<file path="src/rtl/pdp8_eae_datapath.sv">
// pdp8_eae_datapath: PDP-8 accumulator datapath with EAE shift-add multiply and restoring divide.
module pdp8_eae_datapath #(
  parameter int WIDTH = 12,
  parameter int CNT_W = $clog2(WIDTH + 1)
) (
  input  logic             clock,
  input  logic             resetN,
  input  logic             op_valid,
  input  logic [3:0]       op_code,
  input  logic [WIDTH-1:0] operand,
  input  logic [WIDTH-1:0] swreg,
  input  logic             abort,
  output logic             op_ready,
  output logic             done,
  output logic             aborted,
  output logic [WIDTH-1:0] ac,
  output logic [WIDTH-1:0] mq,
  output logic             lk
);
  typedef enum logic [1:0] {IDLE, MUL_RUN, DVI_RUN} state_t;
  state_t state, state_n;
  logic [CNT_W-1:0] cnt;
  logic [WIDTH-1:0] w_a, w_q, w_m, na, nq;
  logic [WIDTH:0] tad, sum, shl;
  logic accept, dvi_ovf, last, fits;
  always_comb begin
    op_ready = state == IDLE;
    accept = op_valid && op_ready;
    dvi_ovf = ac >= operand;
    last = cnt == CNT_W'(1);
    tad = {1'b0, ac} + {1'b0, operand};
    sum = {1'b0, w_a} + (w_q[0] ? {1'b0, w_m} : '0);
    shl = {w_a, w_q[WIDTH-1]};
    fits = shl >= {1'b0, w_m};
    na = state == MUL_RUN ? sum[WIDTH:1] : (fits ? shl[WIDTH-1:0] - w_m : shl[WIDTH-1:0]);
    nq = state == MUL_RUN ? {sum[0], w_q[WIDTH-1:1]} : {w_q[WIDTH-2:0], fits};
    state_n = state;
    if (accept && op_code == 4'd8)
      state_n = MUL_RUN;
    else if (accept && op_code == 4'd9 && !dvi_ovf)
      state_n = DVI_RUN;
    else if (state != IDLE && (abort || last))
      state_n = IDLE;
  end
  always_ff @(posedge clock)
    if (!resetN)
      state <= IDLE;
    else
      state <= state_n;
  always_ff @(posedge clock) begin
    if (!resetN) begin
      ac <= '0;
      mq <= '0;
      lk <= 1'b0;
      done <= 1'b0;
      aborted <= 1'b0;
      cnt <= '0;
      w_a <= '0;
      w_q <= '0;
      w_m <= '0;
    end else begin
      done <= 1'b0;
      aborted <= 1'b0;
      if (accept) begin
        done <= state_n == IDLE;
        if (state_n != IDLE) begin
          cnt <= CNT_W'(WIDTH);
          w_a <= ac;
          w_q <= mq;
          w_m <= operand;
        end
        case (op_code)
          4'd1: ac <= '0;
          4'd2: begin
            ac <= tad[WIDTH-1:0];
            lk <= lk ^ tad[WIDTH];
          end
          4'd3: ac <= ac & operand;
          4'd4: ac <= swreg;
          4'd5: ac <= ac | swreg;
          4'd6: begin
            ac <= mq;
            mq <= ac;
          end
          4'd7: begin
            mq <= ac;
            ac <= '0;
          end
          4'd9: if (dvi_ovf) lk <= 1'b1;
          default: ;
        endcase
      end else if (state != IDLE) begin
        if (abort) begin
          aborted <= 1'b1;
          cnt <= '0;
        end else begin
          cnt <= cnt - CNT_W'(1);
          w_a <= na;
          w_q <= nq;
          if (last) begin
            ac <= na;
            mq <= nq;
            lk <= 1'b0;
            done <= 1'b1;
          end
        end
      end
    end
  end
endmodule

</file>
<file path="config.mk">
export PLATFORM = sky130hd
export DESIGN_NAME = pdp8_eae_datapath
export DESIGN_NICKNAME = d
export VERILOG_FILES = /design/src/rtl/pdp8_eae_datapath.sv
export SDC_FILE = /design/constraint.sdc
export NUM_CORES = 1
export LEC_CHECK = 0
export BUFFER_PORTS_ARGS = -buffer_cell sky130_fd_sc_hd__buf_2
export CAP_MARGIN = 20
export CORE_ASPECT_RATIO = 1.25
export CORE_UTILIZATION = 50
export CTS_CLUSTER_DIAMETER = 30
export DETAILED_ROUTE_END_ITERATION = 10
export GPL_ROUTABILITY_DRIVEN = 1
export PLACE_DENSITY = 0.7
export SLEW_MARGIN = 20
export SYNTH_ARGS = -nofsm -noshare
export SYNTH_HDL_FRONTEND = slang
export SYNTH_SLANG_ARGS = --single-unit
</file>
<file path="constraint.sdc">
create_clock -name clock -period 3.7 [get_ports clock]
set_clock_uncertainty 0.15 [all_clocks]
set_input_delay 0.74 -clock clock [delete_from_list [all_inputs] [get_ports clock]]
set_output_delay 0.74 -clock clock [all_outputs]
set_load 0.005 [all_outputs]
</file>
# After elaboration in Yosys (flattened, before gate mapping)

Cells that the tools add are included.

Output and inout bits: 28
Register bits after elaboration: 69

Reductions and logical operators: 22
Muxes and demuxes: 40
Add/subtract/negate cells: 4
Bitwise gates (word level): 5
Order comparisons: 2
Eq/ne operators: 17

Operators with widths:

| cell                                                            | count |
|---|---|
| 12-bit two-way mux                                              | 21 |
| 12-bit case mux with 6 select lines                             | 1 |
| 12-bit by 12-bit adder with 13-bit output                       | 2 |
| 4-bit by 3-bit == test with 1-bit output, second input constant | 4 |
| 4-bit two-way mux                                               | 4 |
| 13-bit by 12-bit greater-or-equal comparator with 1-bit output  | 1 |
| 12-bit bitwise AND                                              | 1 |
| 12-bit greater-or-equal comparator                              | 1 |
| 12-bit OR                                                       | 1 |
| 12-bit subtractor                                               | 1 |
| 1-bit two-way mux                                               | 10 |
| 4-bit by 1-bit == test with 1-bit output, second input constant | 2 |
| 4-bit by 2-bit == test with 1-bit output, second input constant | 2 |
| 4-bit == test, second input constant                            | 2 |
| 4-bit AND reduction                                             | 2 |
| 2-bit nonzero test                                              | 4 |
| 7-bit by 2-bit != test with 1-bit output, second input constant | 1 |
| 2-bit two-way mux                                               | 3 |
| 1-bit logical AND                                               | 5 |
| 5-bit AND reduction                                             | 1 |
| 2-bit zero test                                                 | 2 |
| 2-bit by 1-bit != test with 1-bit output, second input constant | 2 |
| 2-bit AND reduction                                             | 2 |
| 2-bit OR reduction                                              | 2 |
| 12 further kinds                                                | 13 |

# Logic depth before layout (Yosys ltp)

Gate-level depths: netlist of run 1.

Word-level depth: 9
Mapped depth: 12
Gate-level depth less buffers: 11

# Worst setup path after synthesis of run 1

Ideal clock, no wire load.

Kind: input to register
From: input operand[5]
To: register w_m[10]
Required time: 3435 ps
Slack: 849 ps
Setup time: 115 ps
Data arrival time: 2586 ps
Stages on the path: 9
Cells stage by stage: inv_1 ha_1 nand4_1 o31a_1 o21ai_0 nand2_2 buf_2 mux2i_1 and2_1

Longest elaborated chain between the ends: 7

Ends and longest elaborated chain:

| item                               | line | source |
|---|---|---|
| start: declaration                 | 10   | `input logic [WIDTH-1:0] operand,` |
| 12-bit greater-or-equal comparator | 29   | `dvi_ovf = ac >= operand;` |
| 1-bit zero test                    | 40   | `else if (accept && op_code == 4'd9 && !dvi_ovf)` |
| 1-bit logical AND                  | 40   |  |
| 2-bit two-way mux                  | 40   |  |
| 2-bit two-way mux                  | 38   | `if (accept && op_code == 4'd8)` |
| 2-bit nonzero test                 | 66   | `if (state_n != IDLE) begin` |
| 2-bit AND reduction (no line)      | --   |  |
| end signal: assignment             | 70   | `w_m <= operand;` |
| end: declaration                   | 23   | `logic [WIDTH-1:0] w_a, w_q, w_m, na, nq;` |

No other way between the ends.
A chain may end at the register's enable or synchronous reset.

# Worst setup path in the final report of run 1

From: register w_q[0]
To: register ac[11]

Longest elaborated chain between the ends: 7

Ends and longest elaborated chain:

| item                                      | line | source |
|---|---|---|
| start: declaration                        | 23   |  |
| start signal: assignment                  | 69   | `w_q <= mq;` |
| start signal: assignment                  | 99   | `w_q <= nq;` |
| 12-bit two-way mux                        | 32   | `sum = {1'b0, w_a} + (w_q[0] ? {1'b0, w_m} : '0);` |
| 12-bit by 12-bit adder with 13-bit output | 32   |  |
| 12-bit two-way mux                        | 35   | `na = state == MUL_RUN ? sum[WIDTH:1] : (fits ? shl[WIDTH-1:0] - w_m : shl[WIDTH-1:0]);` |
| 12-bit two-way mux                        | 100  | `if (last) begin` |
| 12-bit two-way mux                        | 93   | `if (abort) begin` |
| 12-bit two-way mux                        | 92   | `end else if (state != IDLE) begin` |
| 12-bit two-way mux                        | 64   | `if (accept) begin` |
| end signal: assignment                    | 75   | `ac <= tad[WIDTH-1:0];` |
| end signal: assignment                    | 78   | `4'd3: ac <= ac & operand;` |
| end signal: assignment                    | 101  | `ac <= na;` |
| end: declaration                          | 16   | `output logic [WIDTH-1:0] ac,` |

No other way between the ends. The select of a mux whose other input is x is not followed.

==> key figures, run 1 <==
Critical path
  • Critical-path top delay cell: a2111oi_0
  • R2R Path End: ac[11]$_SDFFE_PN0P_
  • RR Startpoint: w_q[0]$_SDFFE_PN0P_
  • CP Data Required Time: 3770 ps
  • R2r setup slk: ~560 ps
  • Worst Setup End Kind: register
  • Critical path, cell by cell: and2_1 > ha_1 > fa_1 > a21o_1 > nand4_1 > and3_1 > o31ai_1 > a2111oi_0 > a211o_1 > o21ai_1 > o31a_1
  • FF-to-FF path depth: 11
  • Critical path startpoint category: register
  • CP max stage delay: 460 ps
  • Crit-path max FO: 14
  • Worst path arrival time: 3220 ps
  • Worst Setup Path Type: reg2reg

Yosys
  • Mapped Nets: 815
  • Largest family of logic cells by synthesized area: compound AO/OA/AOI/OAI gates
  • Synth Cell Area: ~5600 µm²
  • Top cell type by total area after synthesis: dfxtp_1
  • Number of synthesized flops with an enable pin: 0
  • Post-Synth XOR/XNOR Area: 0.0374
  • Yosys reg bits: 69
  • Post-Synthesis Cells: 730
  • Mean post-synth cell area: 7.70 µm²
  • Main flop type after synthesis: dfxtp_1
  • Synth top area cells: dfxtp_1 25%, ha_1 11%, nand2_1 6.1%
  • Ys Warns: 0
  • Yosys top cell area share: 0.246
  • Synth Area in Compound Gates: 0.287
  • Synth top cells by count: 91 x nand2_1, 69 x dfxtp_1, 50 x ha_1
  • Sequential area share after synthesis: 0.246
  • Netlist cell types: 65
  • Mux contribution to synthesized area: 0.0443
  • Top-count cell post-synth: nand2_1
  • Simple-Gate Fraction of Synth Area: 0.205
  • Synth Area in Adders: 0.122
  • Async SR Flop Fraction: 0

Finish
  • Layout cell share with drive strength beyond 1: 0.136
  • Post-route cell area: 6350 µm²
  • Util after Layout: 0.590
  • Cell Count, Final, Fillers Out: 913
  • Nets: 862
  • Ant diodes: 0
  • Filler Cells Inserted: 988
  • Area grow syn2layout: 13.0%

Pwr
  • P_int: roughly 1700 µW
  • Leakage: 0.00273 µW
  • Psw: roughly 720 µW
  • Switching Share: 0.300
  • Clk pwr share: 0.405
  • Power share of the combinational group: 0.258
  • Pwr Density: ~380 nW/µm²
  • Sequential power share: 0.337
  • Worst vdd ir: 0.000271 V

Detailed routing
  • Routed Antenna Nets: 0
  • Post-route DRC: 0
  • Vias per cell: 6.13
  • Total number of vias: 5593
  • Post-DR wirelength/cell: 17.7 µm
  • Initial DRC count: 308
  • Routed wire length: between 15 and 20 mm
  • First drt pass iteration count: 5

Floorplanning
  • Die Wd: 96.9 µm
  • Row count: 42
  • Io pins: 60
  • Core Area: 10800 µm²
  • Initial Util: 0.522
  • Die height: 121 µm
  • Die area: 11700 µm²

STA
  • Fmax: 318 MHz
  • Fin Hold WS: 336 ps
  • Final count of negative-setup-slack endpoints: 0
  • Post-layout minimum cycle time: 3140 ps
  • Max-slew violation count: 0
  • Tcrit/Tclk final: 0.850
  • Sum Neg Setup Slack: 0 ps
  • Relative slew margins: 0.546
  • RSZ-0062 raised after global routing: no
  • Slew at the pin closest to its max-slew limit: 678 ps
  • Fin. Hold Viols: 0

Clocking
  • Sink Count: 69
  • Number of gates resized after CTS: 0
  • CTS Root Cell: clkbuf_16
  • Setup bufs post-CTS: 0
  • Worst-Skew Late Latency: 340 ps
  • Post-CTS Hold Fix Bufs: 0
  • H-tree Lvls: 3
  • CTS tree: built
  • Num CTS Buffers: 9
  • Clock Pin Slew Worst Setup and Hold Paths: 60 ps
  • Longest Clk Path Bufs: 2

Flow run
  • Max cap viols: 0

GRT
  • Gr ovfl total: 0
  • Largest net degree at the start of global routing: 53
  • First-pass GRT wire length: 26.0 mm
  • Vias in the first global route: 5180
  • Initial antenna violation count: 0
  • Total Routing Usage GR: 0.278

Placement
  • IO Port Bufs: 59
  • Gpl congestion: a little over 0.9
  • Placed cells: 898
  • Area post-placement: 6020 µm²
  • DP HPWL: 12.5 mm

Min path
  • Worst Hold Depth: 2
  • Beginning of the worst hold path: w_q[8]$_SDFFE_PN0P_
  • WHS Endpoint: w_q[8]$_SDFFE_PN0P_
  • Hold Crit Class: reg2reg

Run status
  • Status: complete, no violations
[stage by stage]
stage	setup WS, ps	power [µW]
global placement	574	1430
finish	556	2420
detailed placement	513	1440
CTS	597	2420
floorplan	849	1270
global route	285	2530
[routing by layer]
metal | global-route usage | vias up | wire, µm
met2 | 0.486 | 176 | 7910
met5 | 0 | - | 0
met1 | 0.342 | 2634 | 7030
met4 | 0.107 | 0 | 389
met3 | 0.0416 | 30 | 847
li1 | - | 2753 | -
[how the worst max path moves through the flow]
stage / startpoint / endpoint / slack (ps) / cells after the start
after floorplan: operand[5] / w_m[10]$_SDFFE_PN0P_ / 850 / 9
after global placement: operand[0] / cnt[1]$_SDFFE_PN0P_ / 570 / 11
after detailed placement: operand[2] / ac[11]$_SDFFE_PN0P_ / 510 / 11
after CTS: w_m[1]$_SDFFE_PN0P_ / w_a[3]$_SDFFE_PN0P_ / 600 / 11
after global routing: w_q[0]$_SDFFE_PN0P_ / ac[11]$_SDFFE_PN0P_ / 280 / 11
final: w_q[0]$_SDFFE_PN0P_ / ac[11]$_SDFFE_PN0P_ / 560 / 11
[logic make-up after synthesis]
family / Yosys count
simple gates: 243
compound gates: 242
buf+inv: 75
flops: 69
fa+ha+maj: 53
xor+xnor: 24
mux: 24
[registers in the layout, summed over array words and instances, names as in the netlist]
signal and flops:
lk 1, w_a 12, ac 12, cnt 4
state 2, w_q 12, done 1, aborted 1
w_m 12, mq 12
[cell usage in the layout (no fill, tap or decap), types with 13 or more instances in the layout]
master,instances
o21ai_0,45
a21boi_0,25
and2_1,28
buf_4,17
dfxtp_1,69
buf_2,59
mux2i_1,20
ha_1,50
o211ai_1,33
a31oi_1,17
xnor2_1,15
a21oi_1,47
nand2_1,91
nor2_1,46
nor3_1,13
nand3_1,24
inv_1,35
[final cells by class]
cell class / instances / area, µm² / area share
Tap cell: 132 / 165 / 0.0260
Multi-Input combinational cell: 586 / 3920 / 0.616
Clock inverter: 6 / 113 / 0.0177
Inverter: 35 / 131 / 0.0207
Timing Repair Buffer: 76 / 423 / 0.0665
Sequential cell: 69 / 1380 / 0.217
Clock buffer: 9 / 225 / 0.0354
[power groups by stage]
stage / Clock, µW / Sequential (µW) / Combinational [µW]
after detailed placement: 0 / 830 / 613
final: 980 / 815 / 625
after global placement: 0 / 828 / 601
after floorplan: 0 / 816 / 455
after CTS: 992 / 814 / 617
after global routing: 1020 / 819 / 684
[critical path, delay by kind of cell (launching register included)]
family	cells	cell delay, ps
compound gates	6	1330
simple gates	3	520
flops	1	430
fa+ha+maj	2	600
Note: power is estimated with default switching activity, not from simulation.
==> run 2, diff against run 1 <==
Settings changed: PLACE_DENSITY 0.7 to 0.72.
Clock period 3.7 ns to 2.6 ns, I/O delays scaled along.
==> run 2 against run 1 <==
The run now ends with setup timing left; hold slack got worse by 41 ps; sequential power rose by 40%; first-iteration DRC count is 38% higher; design area increased by 21%; critical endpoint is now ac[8]$_SDFFE_PN0P_.
==> key figures, run 2 (same netlist as run 1, synthesis figures left out) <==
GRT
  • Largest net degree at the start of global routing: 41 (-23%)
  • Gr ovfl total: 0 (unchanged)
  • First-pass GRT wire length: 29.5 mm (+13%)
  • Initial antenna violation count: 0 (unchanged)
  • Vias in the first global route: 6074 (+17%)
  • Total Routing Usage GR: 0.317 (+0.0393)

STA
  • Slew at the pin closest to its max-slew limit: 638 ps (-39.8 ps)
  • Fmax: 356 MHz (+12%)
  • RSZ-0062 raised after global routing: yes
  • Tcrit/Tclk final: 1.08 (+0.230)
  • Relative slew margins: 0.575 (+0.0282)
  • Fin. Hold Viols: 0 (unchanged)
  • Final worst setup slack: -209 ps (-764 ps)
  • Sum Neg Setup Slack: -2450 ps (-2450 ps)
  • Post-layout minimum cycle time: 2810 ps (-336 ps)
  • Max-slew violation count: 0 (unchanged)
  • Fin Hold WS: 295 ps (-40.8 ps)
  • Final count of negative-setup-slack endpoints: 23 (+23)

Placement
  • Post-place setup slack: -427 ps (-940 ps)
  • DP HPWL: 13.9 mm (+11%)
  • Area post-placement: 6890 µm² (+15%)
  • IO Port Bufs: 59 (unchanged)
  • Placed cells: 1008 (+12%)
  • Gpl congestion: 0.929 (+1.7%)

Finish
  • Filler Cells Inserted: 878 (-11%)
  • Commonest non-fill, non-tap cell in the layout: buf_4
  • Multi-input logic area: 4290 µm² (+9.5%)
  • Cell Count, Final, Fillers Out: 1032 (+13%)
  • Post-route cell area: 7670 µm² (+21%)
  • Register Area: 1390 µm² (+0.45%)
  • Ant diodes: 0 (unchanged)
  • Layout cell share with drive strength beyond 1: 0.314 (+0.179)
  • Most frequent cells in the layout: 127 x buf_4, 89 x nand2_1, 64 x dfxtp_1, 59 x buf_2, 44 x nor2_1
  • Area grow syn2layout: 36.3%
  • Nets: 980 (+14%)

Critical path
  • RR Startpoint: w_m[1]$_SDFFE_PN0P_
  • Crit-path max FO: 5 (-9)
  • CP Data Required Time: 2680 ps (-1090 ps)
  • R2r setup slk: -210 ps (-760 ps)
  • FF-to-FF path depth: 12 (+1)
  • Worst path arrival time: 2890 ps (-330 ps)
  • CP max stage delay: 350 ps (-110 ps)
  • Critical path, cell by cell: inv_2 > ha_4 > nor2b_4 > o31a_1 > o31a_1 > o2111ai_2 > nand2_2 > buf_12 > buf_6 > mux2i_1 > a22oi_2 > a31o_2
  • Critical path startpoint category: register
  • Cell mode on critical path: o31a_1
  • Worst Setup Path Type: reg2reg
  • R2R Path End: ac[8]$_SDFFE_PN0P_
  • Worst Setup End Kind: register
  • Critical-path top delay cell: dfxtp_2

Clocking
  • CTS tree: built
  • Clock Pin Slew Worst Setup and Hold Paths: 60 ps (about the same)
  • Sink Count: 69 (unchanged)
  • H-tree Lvls: 3 (unchanged)
  • Num CTS Buffers: 9 (unchanged)
  • Longest Clk Path Bufs: 2 (unchanged)
  • Post-CTS Hold Fix Bufs: 0 (unchanged)
  • CTS Root Cell: clkbuf_16
  • Worst-Skew Late Latency: 340 ps (about the same)

Detailed routing
  • Vias per cell: 5.90 (-3.7%)
  • First drt pass iteration count: 5 (unchanged)
  • Post-DR wirelength/cell: 17.8 µm (+0.53%)
  • Routed Antenna Nets: 0 (unchanged)
  • Post-route DRC: 0 (unchanged)
  • Routed wire length: 18.4 mm (+14%)
  • Total number of vias: 6085 (+8.8%)
  • Initial DRC count: 426 (+38%)

Pwr
  • Switching Share: 0.318 (+0.0181)
  • Leakage: 0.00335 µW (+23%)
  • P_int: 2600 µW (+53%)
  • Power share of the combinational group: 0.367 (+0.109)
  • Clk pwr share: 0.333 (-0.072)
  • Pwr Density: 496 nW/µm² (+30%)
  • Sequential power share: 0.300 (-0.037)
  • Psw: 1210 µW (+67%)
  • Worst vdd ir: 0.000347 V (+28%)

Run status
  • Status: finished with violations
  • Failing checks: setup timing

Floorplanning
  • Row count: 42 (unchanged)
  • Initial Util: 0.522 (unchanged)
  • Die area: 11700 µm² (unchanged)
  • Die Wd: 96.9 µm (unchanged)
  • Die height: 121 µm (unchanged)
  • Core Area: 10800 µm² (unchanged)
  • Io pins: 60 (unchanged)

Flow run
  • Max cap viols: 0 (unchanged)

Min path
  • Hold Crit Class: in2reg
  • Worst Hold Depth: 3 (+1)
  • Beginning of the worst hold path: abort
  • WHS Endpoint: aborted$_SDFF_PP0_
-- run 2: metrics by stage --
step	utilization	total power, µW
2_1_floorplan	-	1810
3_3_place_gp	0.640	2240
3_5_place_dp	0.640	2260
4_1_cts	0.690	3700
5_1_grt	0.712	3970
6_report	0.712	3800
-- run 2: worst max path at each step --
stage / start / end / slack, ps
5_1_grt: w_m[0]$_SDFFE_PN0P_ / ac[11]$_SDFFE_PN0P_ / -320
4_1_cts: w_m[1]$_SDFFE_PN0P_ / ac[11]$_SDFFE_PN0P_ / -270
2_1_floorplan: w_m[1]$_SDFFE_PN0P_ / ac[11]$_SDFFE_PN0P_ / -100
6_report: w_m[1]$_SDFFE_PN0P_ / ac[8]$_SDFFE_PN0P_ / -210
3_3_place_gp: operand[2] / ac[11]$_SDFFE_PN0P_ / -280
3_5_place_dp: operand[2] / ac[11]$_SDFFE_PN0P_ / -430
-- run 2: timing repair --
| item | 4_1_cts | 5_1_grt |
|---|---|---|
| gates cloned | 1 | 0 |
| pin swaps | 30 | 23 |
| gates resized for setup | 42 | 46 |
| setup buffers | 5 | 4 |
| endpoints found under the setup margin | 35 | 48 |
-- run 2: per-layer routing --
layer	vias up	global-route usage	routed length (µm)
met4	0	0.174	811
met3	56	0.0341	739
li1	2988	-	-
met2	207	0.544	8940
met1	2834	0.387	7890
met5	-	0	0
-- run 2: final cells by class --
type                            instances  share of cell area
Multi-Input combinational cell        586               0.559
Sequential cell                        69               0.181
Timing Repair Buffer                  194               0.180
Clock buffer                           11              0.0330
Tap cell                              132              0.0215
Inverter                               35              0.0171
Clock inverter                          5             0.00767
-- run 2: power groups by stage --
| stage | clock network (µW) | registers (µW) | logic, µW |
|---|---|---|---|
| after floorplan | 0 | 1160 | 648 |
| after global placement | 0 | 1160 | 1080 |
| after detailed placement | 0 | 1160 | 1100 |
| after CTS | 1280 | 1140 | 1280 |
| after global routing | 1320 | 1140 | 1510 |
| final | 1270 | 1140 | 1400 |
-- run 2: worst max-delay path: cells and delay by family, from the launching register on --
kind / cells / cell delay [ps]
AND/OR/NAND/NOR: 2 / 260
buffers and inverters: 3 / 330
adder cells (fa/ha/maj): 1 / 210
multiplexers: 1 / 170
flip-flops: 1 / 350
AO/OA/AOI/OAI: 5 / 1220
